--- src/rtl/fetch_unit.sv ---
// fetch_unit: program counter and fetch stage in front of the 128-entry
// instruction ROM. It supports start, stall, branch/jump redirect with
// wrong-path flush, and halt-opcode detection. It also keeps a saturating
// count of delivered instructions.
module fetch_unit #(
    parameter logic [6:0] START_ADDR  = 7'd0,
    parameter logic [7:0] HALT_OPCODE = 8'hFF,
    parameter int         CNT_W       = 16
) (
    input  logic             clk_i,
    input  logic             reset_i,
    input  logic             start_i,
    input  logic             stall_i,
    input  logic             redirect_i,
    input  logic             redirect_abs_i,
    input  logic [6:0]       redirect_target_i,
    output logic [6:0]       rom_addr_o,
    input  logic [7:0]       rom_data_i,
    output logic [7:0]       instr_o,
    output logic [6:0]       instr_pc_o,
    output logic             instr_valid_o,
    output logic             busy_o,
    output logic             halted_o,
    output logic [CNT_W-1:0] fetch_count_o
);

    typedef enum logic [1:0] {
        ST_IDLE   = 2'd0,
        ST_RUN    = 2'd1,
        ST_HALTED = 2'd2
    } state_t;

    state_t           r_state;
    state_t           w_state_nxt;
    logic [6:0]       r_pc;
    logic [6:0]       w_pc_nxt;
    logic [7:0]       r_instr;
    logic [7:0]       w_instr_nxt;
    logic [6:0]       r_instr_pc;
    logic [6:0]       w_instr_pc_nxt;
    logic             r_valid;
    logic             w_valid_nxt;
    logic [CNT_W-1:0] r_count;
    logic [CNT_W-1:0] w_count_nxt;

    // Next-state and next-datapath decode; redirect beats stall, stall beats fetch.
    always_comb begin
        // NOTE: every target gets its hold value first, so no branch can leave a latch behind.
        w_state_nxt    = r_state;
        w_pc_nxt       = r_pc;
        w_instr_nxt    = r_instr;
        w_instr_pc_nxt = r_instr_pc;
        w_valid_nxt    = r_valid;
        w_count_nxt    = r_count;

        case (r_state)
            ST_IDLE: begin
                if (start_i) begin
                    w_pc_nxt    = START_ADDR;
                    w_count_nxt = '0;
                    w_state_nxt = ST_RUN;
                end
            end

            ST_RUN: begin
                if (redirect_i) begin
                    if (redirect_abs_i) begin
                        w_pc_nxt = redirect_target_i;
                    end else begin
                        // A 7-bit add that wraps is the same as adding the
                        // sign-extended offset modulo 128.
                        w_pc_nxt = r_instr_pc + redirect_target_i;
                    end
                    w_valid_nxt = 1'b0;
                end else if (!stall_i) begin
                    w_instr_nxt    = rom_data_i;
                    w_instr_pc_nxt = r_pc;
                    w_valid_nxt    = 1'b1;
                    if (r_count != '1) begin
                        w_count_nxt = r_count + 1'b1;
                    end
                    if (rom_data_i == HALT_OPCODE) begin
                        w_state_nxt = ST_HALTED;
                    end else begin
                        w_pc_nxt = r_pc + 7'd1;
                    end
                end
            end

            ST_HALTED: begin
                w_valid_nxt = 1'b0;
                if (start_i) begin
                    w_pc_nxt    = START_ADDR;
                    w_count_nxt = '0;
                    w_state_nxt = ST_RUN;
                end
            end

            default: begin
                w_state_nxt = ST_IDLE;
            end
        endcase
    end

    // State register with synchronous reset.
    always_ff @(posedge clk_i) begin
        // NOTE: registers always use non-blocking assignments, so every flop samples pre-edge values.
        if (reset_i) begin
            r_state <= ST_IDLE;
        end else begin
            r_state <= w_state_nxt;
        end
    end

    // Fetch datapath registers with synchronous reset.
    always_ff @(posedge clk_i) begin
        if (reset_i) begin
            r_pc       <= START_ADDR;
            r_instr    <= '0;
            r_instr_pc <= '0;
            r_valid    <= 1'b0;
            r_count    <= '0;
        end else begin
            r_pc       <= w_pc_nxt;
            r_instr    <= w_instr_nxt;
            r_instr_pc <= w_instr_pc_nxt;
            r_valid    <= w_valid_nxt;
            r_count    <= w_count_nxt;
        end
    end

    assign rom_addr_o    = r_pc;
    assign instr_o       = r_instr;
    assign instr_pc_o    = r_instr_pc;
    assign instr_valid_o = r_valid;
    assign busy_o        = (r_state == ST_RUN);
    assign halted_o      = (r_state == ST_HALTED);
    assign fetch_count_o = r_count;

endmodule

--- config.mk ---
export PLATFORM = sky130hd
export DESIGN_NAME = fetch_unit
export DESIGN_NICKNAME = d
export VERILOG_FILES = /design/src/rtl/fetch_unit.sv
export SDC_FILE = /design/constraint.sdc
export NUM_CORES = 1
export LEC_CHECK = 0
export CELL_PAD_IN_SITES_DETAIL_PLACEMENT = 0
export CELL_PAD_IN_SITES_GLOBAL_PLACEMENT = 2
export CORE_MARGIN = 1
export CORE_UTILIZATION = 27
export CTS_CLUSTER_DIAMETER = 200
export DETAILED_ROUTE_END_ITERATION = 6
export GPL_ROUTABILITY_DRIVEN = 0
export MAX_ROUTING_LAYER = met4
export PLACE_DENSITY_LB_ADDON = 0.1
export SYNTH_ARGS = -nofsm -noshare
export SYNTH_HDL_FRONTEND = slang
export SYNTH_SLANG_ARGS = --single-unit
--- constraint.sdc ---
create_clock -name clk_i -period 2.2 [get_ports clk_i]
set_clock_uncertainty 0.05 [all_clocks]
set_input_delay 0.44 -clock clk_i [delete_from_list [all_inputs] [get_ports clk_i]]
set_output_delay 0.44 -clock clk_i [all_outputs]
set_load 0.005 [all_outputs]
==> results of run 1 <==
[worst register-to-register path, cell delays in order (launching register included)]
cell	delay, ps
dfxtp_1	350
ha_1	200
inv_1	70
fa_2	230
nor2b_4	50
o31a_1	260
or3_1	310
a21oi_1	150
o32ai_1	90
[synth_stat cells, types with 2 or more instances]
cell type / n / area, um^2
mux2_2: 2 / 22.5
nor3_1: 7 / 35.0
or3_1: 2 / 12.5
xor2_1: 3 / 26.3
o21a_1: 2 / 15.0
nand2_1: 54 / 203
nor4_1: 2 / 12.5
o21ai_0: 8 / 40.0
and4_1: 3 / 26.3
nor2_1: 20 / 75.1
dfxtp_1: 41 / 821
buf_2: 2 / 10.0
nor2b_1: 9 / 56.3
o32ai_1: 2 / 17.5
nand4_1: 3 / 18.8
inv_1: 10 / 37.5
nand2b_1: 3 / 18.8
o211ai_1: 4 / 30.0
a31oi_1: 4 / 25.0
ha_1: 8 / 100
clkbuf_1: 9 / 33.8
xnor2_1: 12 / 105
a21o_1: 2 / 15.0
nand3_1: 13 / 65.1
and3_1: 2 / 12.5
a21oi_1: 32 / 160
a211oi_1: 6 / 45.0
[metal layers]
layer,share of wire,vias to the layer above,track usage
met2,0.46,46,0.259
met5,0,-,-
met3,0.033,4,0.0298
met4,0.0060,0,0.0308
met1,0.50,1102,0.224
li1,-,1198,-
[layout make-up]
class	instances	area [um^2]
flip-flops and latches	41	821
well taps	105	131
clock buffers	6	82.6
inverters	10	37.5
repair buffers	94	858
clock inverters	2	37.5
fillers	841	4850
multi-input cells	224	1400
[worst paths after layout]
kind                   endpoint  cells past startpoint
setup / recovery  rom_addr_o[6]                      9
hold / removal       instr_o[5]                      2
setup reg to reg  rom_addr_o[6]                      8
hold reg to reg      instr_o[5]                      2
[report_power, final]
part	leakage (nW)	switching (mW)	internal, mW
registers	0.331	0.0145	0.756
clock network	0.0574	0.280	0.369
logic	0.815	0.119	0.134
total	1.20	0.414	1.26
[registers in the layout, indices dropped and copies added (netlist names)]
| signal | cells |
|---|---|
| fetch_count_o | 16 |
| instr_o | 8 |
| instr_pc_o | 7 |
| rom_addr_o | 7 |
| r_state | 2 |
| instr_valid_o | 1 |
[logic make-up after synthesis]
kind of cell / count (synthesis)
AOI/OAI and AO/OA: 74
DFF: 41
xor gates and xnor gates: 15
muxes: 3
buffers and inverters: 23
adders and majority gates: 9
and+or+nand+nor: 123
[through the flow]
step	cell area, um^2	setup TNS [ps]	std cells	total power [mW]	setup WS [ps]
2_1_floorplan	2300	0	288	0.897	237
3_3_place_gp	3230	-2050	473	1.04	-239
3_5_place_dp	3230	-2300	473	1.04	-262
4_1_cts	3350	0	481	1.71	44.3
5_1_grt	3370	0	482	1.76	10.5
6_report	3370	0	482	1.67	88.4
[what timing repair did]
action / CTS / global route
setup buffers: 0 / 1
endpoints found under the setup margin: 0 / 3
gates resized for setup: 0 / 4
==> out/summary.txt, run 1 <==
final period demand of the worst path -> 2110 ps
Num CTS Buffers -> 5
result of the run -> completed
Critical Path RT -> 2320 ps
CP Cell Sequence -> clkdlybuf4s50_1 > ha_1 > inv_1 > fa_2 > nor2b_4 > o31a_1 > or3_1 > a21oi_1 > o32ai_1
kind of critical path -> input port to flop
static power due to leakage -> 1.20 nW
Max Slew Vio Count -> 0
synthesized netlist net count -> 318
kind of end point of the critical path -> flop
post-route DRC violation count -> 0
wirelength, routed -> 6.61 mm
Chip Height -> 94.3 um
half-perimeter wire length after detailed placement -> 5.02 mm
proportion of synthesized area in mux cells -> 0.0141
number of antenna diodes -> 0
antenna-violating nets left -> 0
synthesized-area fraction occupied by adder cells -> 0.0522
utilization after layout -> 0.410
count of vias placed by the detailed router -> 2350
initial core utilization -> 0.280
part of the cycle the worst path needs -> 0.960
EDFF count, synth -> 0
average instance area after synthesis -> 7.99 um^2
total power divided by cell area -> 496 mW/mm^2
maxcap violations -> 0
clk slew on worst S/H paths -> 90 ps
commonest cells after routing, fill and taps aside -> 61 x clkdlybuf4s50_1, 54 x nand2_1, 41 x dfxtp_1
RSZ-0062 raised after global routing -> no
combinational family with the most area after synthesis -> simple AND/OR/NAND/NOR gates
synth warn -> 0
Max Clk Rate -> 0.474 GHz
sequential fraction of the synthesis area -> 0.357
Arr. time, crit path -> 2240 ps
highest cell delay on the worst timing path -> 420 ps
final net count -> 406
initial antenna violation count -> 0
row count -> 33
overall die width -> 94.3 um
CP delay by family, top -> compound AO/OA/AOI/OAI gates
mean routed wirelength per cell -> 13.7 um
maximum number of pins on one net before global-route repair -> 19
worst setup slack for register-to-register paths -> 330 ps
CTS tree -> built
synthesized instance count -> 288
nature of the critical path startpoint -> input port
CTS root buf -> clkbuf_8
number of hold violations in the final report -> 0
post-synthesis share of cell area spent on xor and xnor gates -> 0.0571
global-route usage over all layers -> 0.166
number of buffers inserted for hold repair after clock tree synthesis -> 0
Worst Setup SP -> redirect_target_i[0]
layout overhead on the synthesized area -> 46.4%
first-pass GRT wire length -> 11.2 mm
startpoint of the tightest hold check path -> instr_o[5]
via count of the first global-routing pass -> 2256
IR drop worst, VDD -> 0.291 mV
area fraction in and, or, nand and nor cells after synthesis -> 0.257
fraction of the mapped netlist area in compound gates -> 0.222
CP Buf/Inv Count -> 2
aggregate global routing overflow -> 0
buffers from clock root to sink, at most -> 2
Slew headroom -> 0.642
full die area -> 0.00890 mm^2
proportion of layout cells with a drive suffix above 1 -> 0.135
Buffers on Ports -> 61
worst-margin pin slew -> 534 ps
# H-tree levels -> 2
core region area -> 0.00822 mm^2
startpoint of the worst-slack reg-to-reg timing path -> instr_pc_o[0]
most common cell after layout, fill and taps aside -> clkdlybuf4s50_1
number of top-level design ports -> 62
most used flip-flop cell after synthesis -> dfxtp_1
Hold WS -> 409 ps
vias per inst -> 4.88
FF+latch count, synth -> 41
Clk Latency, worst-skew pair -> 290 ps
Setup Viol. Count Final -> 0
combined area of all synthesized cells -> 0.00230 mm^2
clk sink count -> 41
Synth async-reset ratio -> 0
first-iteration detailed-routing DRC count -> 52
number of distinct standard cells referenced by the synthesized netlist -> 50
master of the slowest instance on the critical path -> clkdlybuf4s50_1
crit-path max FO -> 3
classification of the worst-slack hold path -> flop to flop
First-pass DRT Iterations -> 4
(Power assumes the default switching activity.)
==> run 2: changes to the inputs <==
CORE_UTILIZATION = 29   (was 27)
CTS_CLUSTER_DIAMETER = unset   (was 200)
clock period = 2.5 ns   (was 2.2 ns; I/O delays follow)
==> run 2 against run 1 <==
Effect of this change: worst hold slack better by 3.3 ps; clock-buffer cell count unchanged; register-to-register slack better by 180 ps; sequential share of layout area up 1.0 points; sequential cell count unchanged; worst setup slack better by 130 ps; via count down 3.7%; clock power down 26%; critical path depth down 1; final cell count down 3.7%; sequential power down 11%; wire length down 2.3%; critical path type unchanged.
==> out/summary.txt, run 2 (same netlist as run 1, synthesis figures left out) <==
master of the slowest instance on the critical path -> clkdlybuf4s50_1
Arr. time, crit path -> 2440 ps
setup total negative slack -> 0 ps
via count of the first global-routing pass -> 2139
kind of critical path -> input port to flop
Setup Viol. Count Final -> 0
Critical Path RT -> 2660 ps
full die area -> 0.00830 mm^2
number of hold violations in the final report -> 0
maximum number of pins on one net before global-route repair -> 24
crit-path max FO -> 2
kind of end point of the critical path -> flop
highest cell delay on the worst timing path -> 520 ps
initial core utilization -> 0.299
aggregate global routing overflow -> 0
worst-margin pin slew -> 554 ps
number of top-level design ports -> 62
switching share of power -> 0.273
placed insts -> 456
CP Buf/Inv Count -> 2
reg-to-reg endpoint -> fetch_count_o[0]
startpoint of the worst-slack reg-to-reg timing path -> fetch_count_o[6]
portion of total power attributed to the clock network -> 0.352
maxcap violations -> 0
Max Clk Rate -> 0.439 GHz
result of the run -> completed
antenna-violating nets left -> 0
number of antenna diodes -> 0
internal power of the cells -> 0.997 mW
first-iteration detailed-routing DRC count -> 82
commonest cells after routing, fill and taps aside -> 61 x clkdlybuf4s50_1, 54 x nand2_1, 41 x dfxtp_1
Max Slew Vio Count -> 0
post-route DRC violation count -> 0
CP Cell Sequence -> clkdlybuf4s50_1 > ha_1 > inv_1 > fa_1 > nor2b_1 > o311ai_0 > o211ai_1 > a221oi_1
half-perimeter wire length after detailed placement -> 4.77 mm
row count -> 32
Num CTS Buffers -> 5
clk sink count -> 41
layout overhead on the synthesized area -> 40.5%
Levels on crit path -> 8
classification of the worst-slack hold path -> flop to flop
# H-tree levels -> 2
quantity of gates resized following cts -> 0
IR drop worst, VDD -> 0.157 mV
total net switching power -> 0.375 mW
overall die width -> 91.1 um
nature of the critical path startpoint -> input port
mean routed wirelength per cell -> 13.9 um
buffers from clock root to sink, at most -> 2
power share of the sequential group -> 0.497
Pwr Total -> 1.37 mW
proportion of layout cells with a drive suffix above 1 -> 0.0967
RSZ-0062 raised after global routing -> no
clk slew on worst S/H paths -> 90 ps
final std cells w/o fill -> 464
CTS tree -> built
worst setup slack for register-to-register paths -> 510 ps
Slew headroom -> 0.630
final period demand of the worst path -> 2280 ps
global-route usage over all layers -> 0.170
most common cell after layout, fill and taps aside -> clkdlybuf4s50_1
number of buffers inserted for hold repair after clock tree synthesis -> 0
initial antenna violation count -> 0
number of cell instances on the worst register-to-register path -> 6
static power due to leakage -> 1.12 nW
First-pass DRT Iterations -> 4
vias per inst -> 4.88
CTS root buf -> clkbuf_8
count of vias placed by the detailed router -> 2264
Chip Height -> 91.1 um
flip-flop count of the largest register after layout -> 16
part of the cycle the worst path needs -> 0.911
crit path to -> rom_addr_o[2]
total power divided by cell area -> 424 mW/mm^2
Buffers on Ports -> 61
core region area -> 0.00769 mm^2
post-CTS setup-driven buffer insertion count -> 0
wirelength, routed -> 6.46 mm
Clk Latency, worst-skew pair -> 300 ps
logic gate share of total power -> 0.150
final net count -> 391
first-pass GRT wire length -> 10.9 mm
CP delay by family, top -> compound AO/OA/AOI/OAI gates
Worst Setup SP -> redirect_target_i[0]
run 2: cell count changes in the layout (fill, tap and decap cells not counted), sizes merged:
cell / delta
clkinvlp: -1
clkinv: +2
buf: -15
bufinv: -1
run 2: routing by layer:
layer	global-route usage	wire length (um)
met5	-	0
met4	0.0476	72
met3	0.0327	237
met2	0.275	2910
met1	0.217	3240
run 2: worst min-delay path by stage:
stage                 endpoint  cells past startpoint  startpoint
floorplan           instr_o[0]                      2  instr_o[0]
global placement    instr_o[7]                      2  instr_o[7]
detailed placement  instr_o[0]                      2  instr_o[0]
global route        instr_o[2]                      2  instr_o[2]
CTS                 instr_o[4]                      2  instr_o[4]
finish              instr_o[0]                      2  instr_o[0]
run 2: stage by stage:
stage / setup WS, ps / cell area, um^2 / utilization / hold slack [ps]
6_report: 223 / 3230 / 0.421 / 412
5_1_grt: 47.8 / 3230 / 0.421 / 432
4_1_cts: 204 / 3230 / 0.420 / 416
3_5_place_dp: -113 / 3140 / 0.408 / 400
3_3_place_gp: -87.5 / 3140 / 0.408 / 391
2_1_floorplan: 477 / 2300 / - / 403
run 2: worst min-delay path: cells and delay by family (launching register included):
family | cells | cell delay, ps
and+or+nand+nor | 1 | 50
AOI/OAI and AO/OA | 1 | 50
DFF | 1 | 320
run 2: layout make-up:
type                            count  area (um^2)
Clock buffer                        6         82.6
Clock inverter                      2         13.8
Fill cell                         808         4450
Inverter                           10         37.5
Multi-Input combinational cell    224         1390
Sequential cell                    41          821
Tap cell                          102          128
Timing Repair Buffer               79          758
run 2: power groups by stage:
stage	logic, mW	clock network, mW	registers (mW)
after floorplan	0.0974	0	0.692
after global placement	0.209	0	0.698
after detailed placement	0.209	0	0.698
after CTS	0.210	0.507	0.683
after global routing	0.228	0.531	0.685
final	0.206	0.483	0.682
